## config.mk

```make
export PLATFORM = sky130hd
export DESIGN_NAME = ram_port_arbiter
export DESIGN_NICKNAME = d
export VERILOG_FILES = /design/src/rtl/ram_arb_pkg.sv /design/src/rtl/ram_rd_tag_pipe.sv /design/src/rtl/ram_port_arbiter.sv
export SDC_FILE = /design/constraint.sdc
export NUM_CORES = 1
export LEC_CHECK = 0
export CORE_AREA = 4 4 330 332
export CTS_BUF_LIST = sky130_fd_sc_hd__clkbuf_16
export DETAILED_ROUTE_END_ITERATION = 8
export DIE_AREA = 0 0 334 336
export PLACE_DENSITY = 0.3
export SLEW_MARGIN = 20
export SYNTH_ARGS = -nofsm -noshare
export SYNTH_HDL_FRONTEND = slang
export SYNTH_SLANG_ARGS = --single-unit
```

## constraint.sdc

```tcl
create_clock -name clk -period 1.3 [get_ports clk]
set_input_delay 0.13 -clock clk [delete_from_list [all_inputs] [get_ports clk]]
set_output_delay 0.13 -clock clk [all_outputs]
set_load 0.1 [all_outputs]
```

## src/rtl/ram_arb_pkg.sv

```systemverilog
// Shared types for the two-requester RAM port arbiter: request bundle,
// read-return tag and requester identifiers.
package ram_arb_pkg;

   localparam int RAM_DATA_W     = 128;
   localparam int RAM_STRB_W     = 16;
   // Widest word address the request bundle can carry; ADDR_WIDTH must not exceed it.
   localparam int RAM_ADDR_MAX_W = 16;

   typedef enum logic {
      REQ0 = 1'b0,
      REQ1 = 1'b1
   } req_id_e;

   typedef struct packed {
      logic [RAM_STRB_W-1:0]     we;
      logic [RAM_ADDR_MAX_W-1:0] addr;
      logic [RAM_DATA_W-1:0]     wdata;
   } ram_req_t;

   typedef struct packed {
      logic    valid;
      req_id_e id;
   } rd_tag_t;

   function automatic logic is_read(input logic [RAM_STRB_W-1:0] we);
      return we == '0;
   endfunction

endpackage

```

## src/rtl/ram_rd_tag_pipe.sv

```systemverilog
// Delay line that carries the owner of each issued read alongside the RAM's
// read latency, so returning data can be steered back to its requester.
module ram_rd_tag_pipe
   import ram_arb_pkg::*;
#(
   parameter int DEPTH = 2
) (
   input  logic    clk,
   input  logic    clr,
   input  rd_tag_t tag_in,
   output rd_tag_t tag_out
);

   rd_tag_t stage_q [DEPTH];
   rd_tag_t stage_d [DEPTH];

   always_comb begin
      stage_d[0] = tag_in;
      for (int i = 1; i < DEPTH; i++) begin
         stage_d[i] = stage_q[i-1];
      end
   end

   always_ff @(posedge clk) begin
      if (clr) begin
         for (int i = 0; i < DEPTH; i++) begin
            stage_q[i] <= '0;
         end
      end else begin
         stage_q <= stage_d;
      end
   end

   assign tag_out = stage_q[DEPTH-1];

endmodule

```

## src/rtl/ram_port_arbiter.sv

```systemverilog
// Round-robin sharing of one byte-enabled RAM port between two requesters,
// with a tag pipe that routes each read result back to its issuer.
module ram_port_arbiter
   import ram_arb_pkg::*;
#(
   parameter int ADDR_WIDTH   = 8,
   parameter int READ_LATENCY = 2
) (
   input  logic                  clk,
   input  logic                  rst,

   input  logic                  r0_valid,
   output logic                  r0_ready,
   input  logic [RAM_STRB_W-1:0] r0_we,
   input  logic [ADDR_WIDTH-1:0] r0_addr,
   input  logic [RAM_DATA_W-1:0] r0_wdata,
   output logic                  r0_rvalid,
   output logic [RAM_DATA_W-1:0] r0_rdata,

   input  logic                  r1_valid,
   output logic                  r1_ready,
   input  logic [RAM_STRB_W-1:0] r1_we,
   input  logic [ADDR_WIDTH-1:0] r1_addr,
   input  logic [RAM_DATA_W-1:0] r1_wdata,
   output logic                  r1_rvalid,
   output logic [RAM_DATA_W-1:0] r1_rdata,

   output logic                  ram_en,
   output logic [RAM_STRB_W-1:0] ram_we,
   output logic [ADDR_WIDTH-1:0] ram_addr,
   output logic [RAM_DATA_W-1:0] ram_din,
   input  logic [RAM_DATA_W-1:0] ram_dout
);

   req_id_e  last_grant_q;
   req_id_e  last_grant_d;
   logic     grant0;
   logic     grant1;
   ram_req_t req0;
   ram_req_t req1;
   ram_req_t issue;
   rd_tag_t  tag_in;
   rd_tag_t  tag_out;

   // Under contention the requester that did not win last time gets the port.
   always_comb begin
      grant0 = 1'b0;
      grant1 = 1'b0;
      if (!rst) begin
         if (r0_valid && r1_valid) begin
            grant0 = (last_grant_q == REQ1);
            grant1 = (last_grant_q == REQ0);
         end else begin
            grant0 = r0_valid;
            grant1 = r1_valid;
         end
      end
   end

   always_comb begin
      last_grant_d = last_grant_q;
      if (grant0) begin
         last_grant_d = REQ0;
      end else if (grant1) begin
         last_grant_d = REQ1;
      end
   end

   always_ff @(posedge clk) begin
      if (rst) begin
         last_grant_q <= REQ1;
      end else begin
         last_grant_q <= last_grant_d;
      end
   end

   always_comb begin
      req0.we    = r0_we;
      req0.addr  = RAM_ADDR_MAX_W'(r0_addr);
      req0.wdata = r0_wdata;
      req1.we    = r1_we;
      req1.addr  = RAM_ADDR_MAX_W'(r1_addr);
      req1.wdata = r1_wdata;
      issue      = grant1 ? req1 : req0;
   end

   assign r0_ready = grant0;
   assign r1_ready = grant1;
   assign ram_en   = grant0 | grant1;
   assign ram_we   = ram_en ? issue.we : '0;
   assign ram_addr = ADDR_WIDTH'(issue.addr);
   assign ram_din  = issue.wdata;

   always_comb begin
      tag_in.valid = ram_en && is_read(issue.we);
      tag_in.id    = grant1 ? REQ1 : REQ0;
   end

   ram_rd_tag_pipe #(
      .DEPTH (READ_LATENCY)
   ) u_tag_pipe (
      .clk     (clk),
      .clr     (rst),
      .tag_in  (tag_in),
      .tag_out (tag_out)
   );

   // Data is shared; only the tag decides which requester sees a valid pulse.
   assign r0_rvalid = tag_out.valid && (tag_out.id == REQ0);
   assign r1_rvalid = tag_out.valid && (tag_out.id == REQ1);
   assign r0_rdata  = ram_dout;
   assign r1_rdata  = ram_dout;

endmodule
```

* Word-level counts from Yosys, hierarchy flattened
Index checks and enable logic that the tools add are counted.
** Word-level totals
- Bits of input ports :: 436
- Bits in registers :: 5
- Logic and storage cells :: 23
** Cells by class
- Reduce and logical (&&, ||, !) cells :: 6
- Mux-type cells :: 9
- Bitwise logic cells :: 3
** Operator list (number)
- two-way mux 160 bit :: 1
- zero test 16 bit :: 1
- two-way mux 16 bit :: 1
- two-way mux 1 bit :: 7
- logical AND 1 bit :: 4
- NOT 1 bit :: 2
- nonzero test 2 bit :: 1
- OR 1 bit :: 1

* Longest topological paths before layout
- Depth in word-level cells :: 6
- Mapped depth :: 7
- Depth with buffers taken out :: 5

* By module
Synthesis repeated with hierarchy kept, for this count alone.
** Second synthesis, totals
- Cell total of the unflattened synthesis :: 780
- Area total of the unflattened synthesis :: 4096.4 sq um
** By module, submodules not included
- ram_port_arbiter :: instances 1, area an instance 3991.3 sq um, seq. area each 20.0 sq um, cells an instance 772
- ram_rd_tag_pipe :: instances 1, area an instance 105.1 sq um, seq. area each 80.1 sq um, cells an instance 8

* Least setup slack after synthesis
Ideal clock, no wire load.
- Path kind :: flip-flop to output port
- Start :: reg last_grant_q
- End :: out ram_we[10]
- Setup slack :: -1.423 ns
- Buffers on the path :: 2
- Cell stages (with the launch flop) :: 7
- Required time :: 1.170 ns
- Arrival :: 2.593 ns
- Cells stage by stage :: dfxtp_1 > a21bo_1 > or2_1 > buf_2 > clkbuf_1 > nand2_1 > a21oi_1
** Between the ends
- Longest elaborated chain between the ends :: 5
- Elaborated cells between the ends (all ways) :: 8
** Ends and longest elaborated chain
- start: declaration :: RTL line ram_port_arbiter.sv:35 : req_id_e last_grant_q;
- start signal: assignment :: RTL line ram_port_arbiter.sv:73 : last_grant_q <= last_grant_d;
- NOT 1 bit :: RTL line ram_port_arbiter.sv:52 : grant1 = (last_grant_q == REQ0);
- two-way mux 1 bit :: RTL line ram_port_arbiter.sv:50 : if (r0_valid && r1_valid) begin
- two-way mux 1 bit :: RTL line ram_port_arbiter.sv:49 : if (!rst) begin
- two-way mux 160 bit or OR 1 bit (tied branches) :: RTL line ram_port_arbiter.sv:84, ram_port_arbiter.sv:89
- two-way mux 16 bit * :: RTL line ram_port_arbiter.sv:90 : assign ram_we = ram_en ? issue.we : '0;
- end: declaration :: RTL line ram_port_arbiter.sv:29 : output logic [RAM_STRB_W-1:0] ram_we,
Every way passes the cells marked *; elsewhere a longest branch is shown, timed or not.

* Final worst setup path
- Start :: reg last_grant_q
- End :: out ram_we[6]
The elaborated chain is that of the path after synthesis.

==> impl_summary.md <==
Run status
The flow ran to the end, but the final reports show violations. The checks that failed: setup timing.

GRT
The maximum number of pins on one net before global-route repair is 52. The number of global-route vias before repair is 6,591. Global routing finished with a remaining overflow of 0.

The initial antenna violation count was 12. Global routing consumed, over all layers together, 6.64% of the routing resources. The global-route wire length before repair is 52,800 um.

Final layout
Leaving out fill and tap cells, the most frequent cell in the layout is sky130_fd_sc_hd__clkdlybuf4s50_1. The final-stage net count is 1,480. The final core area utilization is 13.3%.

In the final layout, the multi-input gates occupy 4690 um2. Of the cells placed in the final design, the portion with a size suffix greater than 1 is 58.8%. The number of filler instances in the final layout is 12,100.

The area growth from synthesis to layout is 246%. In the final layout, flip-flops and latches occupy 101 um2. The number of standard cells in the final layout excluding fillers is 2,450. The library cells used most frequently in the layout, excluding fill and tap cells, are 304 x sky130_fd_sc_hd__clkdlybuf4s50_1, 177 x sky130_fd_sc_hd__buf_12, 134 x sky130_fd_sc_hd__nand2_4.

Clocking
The clock sink total is 5. The later pin in the worst-skew pair is clocked with a latency of 230 ps. Clock-pin slew was measured on the worst setup and hold paths at 30 ps. The cts-stage hold buffer count is 0. TritonCTS built the clock tree. TritonCTS created 3 clock buffers.

The root buffer cell chosen for the clock tree is sky130_fd_sc_hd__clkbuf_16. No sink is reached through more buffers than the 2 on the longest clock path. CTS built an H-tree with a depth of 1.

Logic synthesis
In this run, synthesis produced a sequential element count of 5. The synthesized design contains 0 enable-type register cells. The distinct cell type count after synthesis is 22. In the synthesized netlist the dominant register cell turns out to be sky130_fd_sc_hd__dfxtp_1. Counting flops with an async set or reset pin after synthesis yields a share of 0%. The average instance in the mapped netlist occupies 5.25 um2. The number of nets handed over by synthesis was 1,215. The mapped netlist covers 4090 um2.

After synthesis, flip-flops and latches occupy 2.45% of the total area. The number of warning messages in the yosys log is 0. The synthesized instance count is 779.

Placed design
The post-placement setup slack is -860 ps. Detailed placement ended at an HPWL of 31,400 um. The number of placed instances, taps included, is 2,415. Input and output buffers added on the ports amount to 464.

Routability-driven placement finished with a final weighted congestion of 0.718.

Pwr
The maximum vdd ir drop is 0.244 mV. Net switching is 55.9% of the power. Summed over all nets, the switching power comes to 4.88 mW. The cell internal power dissipation is 3.84 mW.

Of the total power, registers draw 1.9%. Per report_power, the combinational group accounts for 92.5% of the total. The power per standard cell area is 616 nW/um2. The design draws 8.72 mW.

In this run the static leakage power is 5.36 nW. In this run, the clock network consumes 5.6% of the power.

Critical path
The kind of capture point of the worst setup path is a primary output. Data arrives at the worst endpoint at 1900 ps. STA classifies the critical path startpoint as a register. The setup slack of the worst register-to-register path is -400 ps. The maximum net fanout on the critical path is 8. The critical path class is reg -> out. The required time of the critical path is 1170 ps.

Drt
The number of iterations in the first detailed-routing pass is 4. In this run, the number of DRC markers left after iteration 0 of detailed routing was 100. The detail-routed via count per cell is 2.37. The routed design has 40,600 um of wire.

After detailed routing, the number of remaining DRC violations is 0. The total via count after detailed routing is 5,815. The detail-routed net length per standard cell is 16.6 um.

In this run the remaining antenna-violating nets after routing total 0.

Job
The number of max-capacitance violations reported is 0.

Timing
The count of final hold-check violations is 0. Dividing the final minimum period by the clock period gives 156%. In the post-route analysis, the smallest setup slack over all paths is -726 ps. For the final database, setup skew stands at 1.16 ps.

The relative max-transition margin is 76.3%. At the pin with the least slew margin, the transition time is 352 ps. Setup violations remaining at the end of the flow were counted as 155. The final critical path time including I/O delays and setup is 2030 ps. Derived from the worst setup path, the maximum achievable clock frequency is 494 MHz. The final max-slew violation count came to 0.

Setup repair after global routing could not meet its margin everywhere.

Floorplan
The die is 336 um tall. The count of pins on the block boundary is 849. The floorplan has 120 rows. The die is 334 um wide. The initial utilization of the core area, before any placement, comes to 3.85%. The area of the die is 112,000 um2. The placeable core region is 106,000 um2.

Min path
The kind of path behind the tightest hold check is in -> out.
state kept, by name, indices dropped and copies added (netlist names):
register	cells
last_grant_q	1
u_tag_pipe.stage_d	2
u_tag_pipe.tag_out	2
Yosys cell counts (2+ instances only):
master                     number  area share, %
sky130_fd_sc_hd__buf_2         22            2.7
sky130_fd_sc_hd__dfxtp_1        5            2.4
sky130_fd_sc_hd__nor2b_1        3           0.46
sky130_fd_sc_hd__o21ai_0        2           0.24
sky130_fd_sc_hd__nand4_1        2           0.31
sky130_fd_sc_hd__clkbuf_1      10           0.92
sky130_fd_sc_hd__a21oi_1       16            2.0
sky130_fd_sc_hd__nand2_1      441             40
sky130_fd_sc_hd__nor4_1         6           0.92
sky130_fd_sc_hd__buf_4        257             47
sky130_fd_sc_hd__inv_1          3           0.28
sky130_fd_sc_hd__or4_1          2           0.37
stage by stage:
stage / hold WS [ps] / TNS [ps] / cell area, um2
2_1_floorplan: 202 / -42340 / 6160
3_3_place_gp: 261 / -117410 / 12600
3_5_place_dp: 261 / -116790 / 12600
4_1_cts: 261 / -105540 / 13800
5_1_grt: 260 / -111060 / 14100
6_report: 260 / -98900 / 14200
routing by layer:
layer | track usage, % | part of all wire (%) | up-vias
met1 | 6.88 | 36 | 2565
met2 | 11.7 | 48 | 516
li1 | - | - | 2640
met5 | 0.426 | 0.31 | -
met3 | 3.39 | 12 | 82
met4 | 2.08 | 2.8 | 12
timing repair:
item / in CTS / in global routing
hold endpoints to repair: 0 / 0
pin swaps: 42 / 14
gates resized for setup: 221 / 61
endpoints found under the setup margin: 157 / 156
buffers inserted: 10 / 6
gates cloned: 12 / 5
final cells by class:
type	count	area share (%)
clock inverters	1	0.0265
diodes	4	0.0707
clock buffers	3	0.530
repair buffers	550	52.9
multi-input cells	480	33.1
inverters	4	0.221
flip-flops and latches	5	0.716
well taps	1403	12.4
worst paths after layout:
kind	start	endpoint	cells past startpoint
setup / recovery	last_grant_q	ram_we[6]	8
hold / removal	ram_dout[41]	r0_rdata[41]	0
setup reg to reg	last_grant_q	u_tag_pipe.stage_d[1]	7
hold reg to reg	u_tag_pipe.stage_d[0]	u_tag_pipe.tag_out[0]	1
power groups by stage:
| stage | clock (mW) | combinational (mW) | sequential [mW] |
|---|---|---|---|
| after floorplan | 0 | 7.97 | 0.164 |
| after detailed placement | 0 | 7.52 | 0.164 |
| after global placement | 0 | 7.53 | 0.164 |
| after CTS | 0.505 | 8.07 | 0.162 |
| final | 0.491 | 8.07 | 0.162 |
| after global routing | 0.516 | 8.35 | 0.162 |
kinds of logic after synthesis:
family | Yosys count | share of synthesized area, %
compound gates | 22 | 3.03
buf+inv | 294 | 51.4
flops | 5 | 2.45
simple gates | 458 | 43.1
worst max-delay path, stage by stage, from the launching register on:
cell and delay, ps:
sky130_fd_sc_hd__dfxtp_2 310, sky130_fd_sc_hd__a21bo_1 180, sky130_fd_sc_hd__or2_4 310, sky130_fd_sc_hd__inv_12 120, sky130_fd_sc_hd__buf_8 150, sky130_fd_sc_hd__clkbuf_16 160
sky130_fd_sc_hd__nand2_2 60, sky130_fd_sc_hd__a21oi_4 160, sky130_fd_sc_hd__buf_12 190
No activity file was read; power rests on OpenSTA's default activity.
